## config.mk

```make
export PLATFORM = sky130hd
export DESIGN_NAME = sensor_poll_scheduler
export DESIGN_NICKNAME = d
export VERILOG_FILES = /design/src/rtl/sensor_poll_scheduler.sv
export SDC_FILE = /design/constraint.sdc
export NUM_CORES = 1
export LEC_CHECK = 0
export ABC_CLOCK_PERIOD_IN_PS = 3200
export BUFFER_PORTS_ARGS = -buffer_cell sky130_fd_sc_hd__buf_2
export CORE_MARGIN = 3
export CORE_UTILIZATION = 30
export CTS_CLUSTER_SIZE = 14
export DETAILED_ROUTE_END_ITERATION = 12
export GPL_ROUTABILITY_DRIVEN = 1
export SETUP_SLACK_MARGIN = 0.05
export SYNTH_ARGS = -nofsm -noshare
export SYNTH_HDL_FRONTEND = slang
export SYNTH_SLANG_ARGS = --single-unit
export TNS_END_PERCENT = 1
```

## constraint.sdc

```tcl
create_clock -name clk -period 3.2 [get_ports clk]
set_clock_uncertainty 0.1 [all_clocks]
set_input_delay 0.16 -clock clk [delete_from_list [all_inputs] [get_ports clk]]
set_output_delay 0.16 -clock clk [all_outputs]
set_load 0.02 [all_outputs]
```

## src/rtl/sensor_poll_scheduler.sv

```systemverilog
// Command sequencer and poll arbiter for the shared single-wire sensor reader.
// Optional WAIT watchdog is built when SENS_TIMEOUT_EN is defined.
module sensor_poll_scheduler #(
    parameter int ADDR_W   = 3,
    parameter int TICK_DIV = 50000000,
    parameter int TIMEOUT  = 1000000
) (
    input  logic              clk,
    input  logic              rst,
    input  logic              cmd_valid,
    output logic              cmd_ready,
    input  logic [2:0]        cmd_code,
    input  logic [ADDR_W-1:0] cmd_addr,
    output logic              sens_req,
    output logic [ADDR_W-1:0] sens_addr,
    output logic [1:0]        sens_kind,
    input  logic              sens_done,
    input  logic              sens_ok,
    input  logic [7:0]        sens_data,
    output logic              rsp_valid,
    input  logic              rsp_ready,
    output logic [7:0]        rsp_code,
    output logic [7:0]        rsp_data,
    output logic [ADDR_W-1:0] rsp_addr
);

    localparam int NumSens  = 1 << ADDR_W;
    localparam int NumSlots = 2 * NumSens;
    localparam int SlotW    = ADDR_W + 1;
    localparam int CntW     = $clog2(TICK_DIV);

    typedef enum logic [1:0] {IDLE, ISSUE, WAIT, RESP} state_t;

    state_t              state_q, state_d;
    logic [NumSens-1:0]  tempEn_q, tempEn_d;
    logic [NumSens-1:0]  humEn_q, humEn_d;
    logic [NumSlots-1:0] roundMask_q, roundMask_d;
    logic [CntW-1:0]     tickCnt_q, tickCnt_d;
    logic [ADDR_W-1:0]   addr_q, addr_d;
    logic [1:0]          kind_q, kind_d;
    logic [7:0]          okCode_q, okCode_d;
    logic [7:0]          rspCode_q, rspCode_d;
    logic [7:0]          rspData_q, rspData_d;

    logic [NumSlots-1:0] enSlots;
    logic [NumSlots-1:0] pending;
    logic                slotFound;
    logic [SlotW-1:0]    slotIdx;
    logic                tick;
    logic                timeoutHit;

`ifdef SENS_TIMEOUT_EN
    localparam int TmrW = $clog2(TIMEOUT + 1);
    logic [TmrW-1:0] waitCnt_q, waitCnt_d;

    always_comb begin
        waitCnt_d = '0;
        if (state_q == WAIT) begin
            waitCnt_d = waitCnt_q + 1'b1;
        end
    end

    always_ff @(posedge clk or negedge rst) begin
        if (!rst) begin
            waitCnt_q <= '0;
        end else begin
            waitCnt_q <= waitCnt_d;
        end
    end

    assign timeoutHit = (state_q == WAIT) && (waitCnt_q == TmrW'(TIMEOUT - 1));
`else
    // TIMEOUT only matters when the watchdog is built.
    logic unusedTimeout;
    assign unusedTimeout = (TIMEOUT != 0);
    assign timeoutHit    = 1'b0;
`endif

    // Slot order is temp0, hum0, temp1, hum1, ... so even bits are temperature.
    always_comb begin
        enSlots = '0;
        for (int a = 0; a < NumSens; a++) begin
            enSlots[2*a]   = tempEn_q[a];
            enSlots[2*a+1] = humEn_q[a];
        end
    end

    assign pending = roundMask_q & enSlots;

    always_comb begin
        slotFound = 1'b0;
        slotIdx   = '0;
        for (int i = NumSlots - 1; i >= 0; i--) begin
            if (pending[i]) begin
                slotFound = 1'b1;
                slotIdx   = SlotW'(i);
            end
        end
    end

    assign tick = (tickCnt_q == '0);

    always_comb begin
        state_d     = state_q;
        tempEn_d    = tempEn_q;
        humEn_d     = humEn_q;
        addr_d      = addr_q;
        kind_d      = kind_q;
        okCode_d    = okCode_q;
        rspCode_d   = rspCode_q;
        rspData_d   = rspData_q;
        tickCnt_d   = tick ? CntW'(TICK_DIV - 1) : tickCnt_q - 1'b1;
        // Dropping disabled slots here makes mid-round stops skip their poll.
        roundMask_d = tick ? enSlots : pending;

        unique case (state_q)
            IDLE: begin
                if (cmd_valid) begin
                    addr_d = cmd_addr;
                    unique case (cmd_code)
                        3'b000: begin kind_d = 2'b00; okCode_d = 8'h1F; state_d = ISSUE; end
                        3'b010: begin kind_d = 2'b01; okCode_d = 8'h09; state_d = ISSUE; end
                        3'b011: begin kind_d = 2'b10; okCode_d = 8'h08; state_d = ISSUE; end
                        3'b110: begin
                            tempEn_d[cmd_addr] = 1'b1;
                            kind_d   = 2'b01;
                            okCode_d = 8'h0C;
                            state_d  = ISSUE;
                        end
                        3'b111: begin
                            humEn_d[cmd_addr] = 1'b1;
                            kind_d   = 2'b10;
                            okCode_d = 8'h0D;
                            state_d  = ISSUE;
                        end
                        3'b100: begin
                            tempEn_d[cmd_addr] = 1'b0;
                            rspCode_d = 8'h0A;
                            rspData_d = 8'h00;
                            state_d   = RESP;
                        end
                        3'b101: begin
                            humEn_d[cmd_addr] = 1'b0;
                            rspCode_d = 8'h0B;
                            rspData_d = 8'h00;
                            state_d   = RESP;
                        end
                        default: begin
                            rspCode_d = 8'hFF;
                            rspData_d = 8'h00;
                            state_d   = RESP;
                        end
                    endcase
                end else if (slotFound) begin
                    addr_d   = slotIdx[SlotW-1:1];
                    kind_d   = slotIdx[0] ? 2'b10 : 2'b01;
                    okCode_d = slotIdx[0] ? 8'h0D : 8'h0C;
                    if (!tick) begin
                        roundMask_d[slotIdx] = 1'b0;
                    end
                    state_d = ISSUE;
                end
            end
            ISSUE: begin
                state_d = WAIT;
            end
            WAIT: begin
                if (sens_done) begin
                    rspCode_d = sens_ok ? okCode_q : 8'h07;
                    rspData_d = sens_ok ? sens_data : 8'h00;
                    state_d   = RESP;
                end else if (timeoutHit) begin
                    rspCode_d = 8'h07;
                    rspData_d = 8'h00;
                    state_d   = RESP;
                end
            end
            RESP: begin
                if (rsp_ready) begin
                    state_d = IDLE;
                end
            end
            default: state_d = IDLE;
        endcase
    end

    always_ff @(posedge clk or negedge rst) begin
        if (!rst) begin
            state_q     <= IDLE;
            tempEn_q    <= '0;
            humEn_q     <= '0;
            roundMask_q <= '0;
            tickCnt_q   <= CntW'(TICK_DIV - 1);
            addr_q      <= '0;
            kind_q      <= '0;
            okCode_q    <= '0;
            rspCode_q   <= '0;
            rspData_q   <= '0;
        end else begin
            state_q     <= state_d;
            tempEn_q    <= tempEn_d;
            humEn_q     <= humEn_d;
            roundMask_q <= roundMask_d;
            tickCnt_q   <= tickCnt_d;
            addr_q      <= addr_d;
            kind_q      <= kind_d;
            okCode_q    <= okCode_d;
            rspCode_q   <= rspCode_d;
            rspData_q   <= rspData_d;
        end
    end

    // Gating with rst keeps cmd_ready low while reset is held.
    assign cmd_ready = (state_q == IDLE) && rst;
    assign sens_req  = (state_q == ISSUE);
    assign sens_addr = addr_q;
    assign sens_kind = kind_q;
    assign rsp_valid = (state_q == RESP);
    assign rsp_code  = rspCode_q;
    assign rsp_data  = rspData_q;
    assign rsp_addr  = addr_q;

endmodule
```

==> metrics.cfg <==
[floorplan]
io_pins = 47
rows = 42
core-area_um2 = 13400
fp.dieH_um = 124
die-width_um = 124
start_util_pct = 31.1
dieArea_um2 = 15400

[pwr]
powerDensity_nw_per_um2 = 681
p_leak_nw = 2.20
ir_drop_uv = 524

[clocking]
cts_tree = yes
cts_buffer_depth = 2
cts_buffers = 9
htree_levels = 3
clock_latency_ns = 0.34
root_buffer = clkbuf_16
cts_sinks = 83
clkTransAtPathRegs_ns = 0.06
postCtsResizedCells = 0

[sta]
fin_hold_ws_ns = 0.0155
period_needed_ns = 2.61
worstMarginPinSlew_ns = 0.634
slew_headroom_pct = 57.7
setup_viol = 0
post-route-period-util_pct = 81.4
timing.setup.tns_ns = 0
drv_slew = 0
grt_setup_unrepaired = false
max_freq_mhz = 384
hold_viol = 0

[synth]
synth_top_area_share_pct = 39.0
synthDistinctLibCells = 56
yosys.area.top_type = dfrtp_1
ys_warn_count = 0
synth.area.top_cells = dfrtp_1 39%, dfstp_2 11%, nand2_1 7.6%, mux2_2 4.9%, o221a_2 3.8%
synth_fp_nets = 442
synthesis.area_um2 = 4170
synth-seq-area-share_pct = 50.3
synthCells = 417
async_reset_ff_share_pct = 100
post_synth.cell_area_avg_um2 = 10.0
synth_flop_cell = dfrtp_1
synth-seq-cells = 83
synth_edf_count = 0

[global_routing]
antenna_found_initial = 0
grt_pass1_vias = 3194
grt_pass1_wl_um = 16100
grt.total_usage_pct = 13.3
grt_max_degree = 51
overflow = 0

[detailed_routing]
routedWlPerCell_um = 14.5
drc_errors = 0
antenna_left = 0
wl_um = 9410
drt_iter0_markers = 232
dr.pass1.iters = 5
vias = 3257
via_per_inst = 5.02

[finish]
fin_util_pct = 36.9
antenna_cells = 0
drive_gt1_share_pct = 27.5
final_net_count = 493
fillCellCount = 1345
stdcell_count = 649
areaGrowthSynthToFinish_pct = 18.4

[run]
cap_violations = 0

[place]
io_buffers = 46
gp_congestion = 0.858
hpwl_um = 6730
dp.cells = 625

[worst_setup_path]
r2r-start = tickCnt_q[0]
r2r_setup_slack_ns = 0.59
worstSetupPathType = flop to flop
crit_end = roundMask_q[5]
r2r-end = roundMask_q[5]
cp.required_ns = 3.38
reg2reg_depth = 9
crit_fanout = 25
arrival_ns = 2.78
worstSetupEndpointType = flop
crit_path_start_kind = flop
worstSetupStartpoint = tickCnt_q[0]

[run_status]
status = completed

[min_path]
holdPathStages = 3
min_path_type = input port to flop

[what timing repair did]
item,4_1_cts,5_1_grt
hold buffers,8,0
buffers inserted,0,0
endpoints found under the hold margin,26,0
[area by class of cell]
| cell class | count | area, um^2 | share of cell area (%) |
|---|---|---|---|
| clock inverter | 7 | 75.1 | 1.52 |
| multi-input combinational | 306 | 1940 | 39.2 |
| tap | 176 | 220 | 4.46 |
| timing repair buffer | 59 | 350 | 7.09 |
| sequential | 83 | 2100 | 42.5 |
| inverter | 9 | 33.8 | 0.684 |
| clock buffer | 9 | 225 | 4.56 |
[critical path: stages (launching register included)]
cell     delay, ns
dfstp_2       0.39
inv_1         0.05
ha_1          0.23
or3b_2        0.51
nor4_4        0.29
nor4b_4       0.22
buf_4         0.31
nor2_2        0.11
nand4_2       0.14
o221a_2       0.19
[cell families (layout without fill, tap and decap cells)]
kind of cell,Yosys count,count (layout),share of synthesized area (%)
compound gates,82,82,14.4
xor+xnor,18,18,3.78
fa+ha+maj,5,5,1.50
buf+inv,28,84,3.24
flops,83,83,50.3
mux,21,21,5.58
simple gates,180,180,21.2
[placed cells by master (no fill, tap or decap), drive strengths merged, types with 9 or more instances in the layout]
cell type,count
nor2,32
o221a,14
inv,11
nand3,11
o21ai,23
dfrtp,65
nor3,9
xnor2,10
buf,51
clkbuf,9
mux2,18
dfstp,18
nand2,84
[per-stage QoR]
| step | setup slack (ns) | power [mW] | area (um^2) |
|---|---|---|---|
| final | 0.594 | 3.36 | 4940 |
| after global routing | 0.420 | 3.58 | 4940 |
| after CTS | 0.591 | 3.41 | 4940 |
| after detailed placement | 0.626 | 2.34 | 4560 |
| after global placement | 0.658 | 2.31 | 4560 |
| after floorplan | 0.639 | 2.06 | 4170 |
[routing by layer]
layer | wire (um) | track usage [%] | vias to the layer above
li1 | - | - | 1596
met1 | 4440 | 18.5 | 1562
met2 | 4360 | 20.4 | 86
met3 | 497 | 3.77 | 13
met4 | 114 | 3.63 | 0
met5 | 0 | 0 | -
[where the power goes]
group | leakage [nW] | internal (mW) | switching (mW) | total (mW)
sequential | 1.05 | 1.24 | 0.157 | 1.40
combinational | 1.01 | 0.343 | 0.577 | 0.920
clock | 0.150 | 0.610 | 0.435 | 1.04
total | 2.20 | 2.20 | 1.17 | 3.36
[Yosys cell counts, drive strengths merged, types with 5 or more instances]
master,count
nand2,84
dfrtp,65
nor2,32
o21ai,23
dfstp,18
mux2,18
o221a,14
nand3,11
clkbuf,10
xnor2,10
buf,9
inv,9
nor3,9
xor2,8
a21oi,7
nand2b,7
a22oi,6
nor2b,6
nor4,6
a31oi,5
ha,5
o22ai,5
[worst min path at each step]
stage / from / end / slack [ns]
2_1_floorplan: rst / asynchronous set/reset pin / -0.24
3_3_place_gp: rst / tickCnt_q[7] / 0.03
3_5_place_dp: rst / tickCnt_q[16] / 0.05
4_1_cts: sens_data[1] / rsp_data[1] / 0.02
5_1_grt: sens_data[1] / rsp_data[1] / 0.009
6_report: sens_data[1] / rsp_data[1] / 0.02
Note: power is estimated with default switching activity, not from simulation.
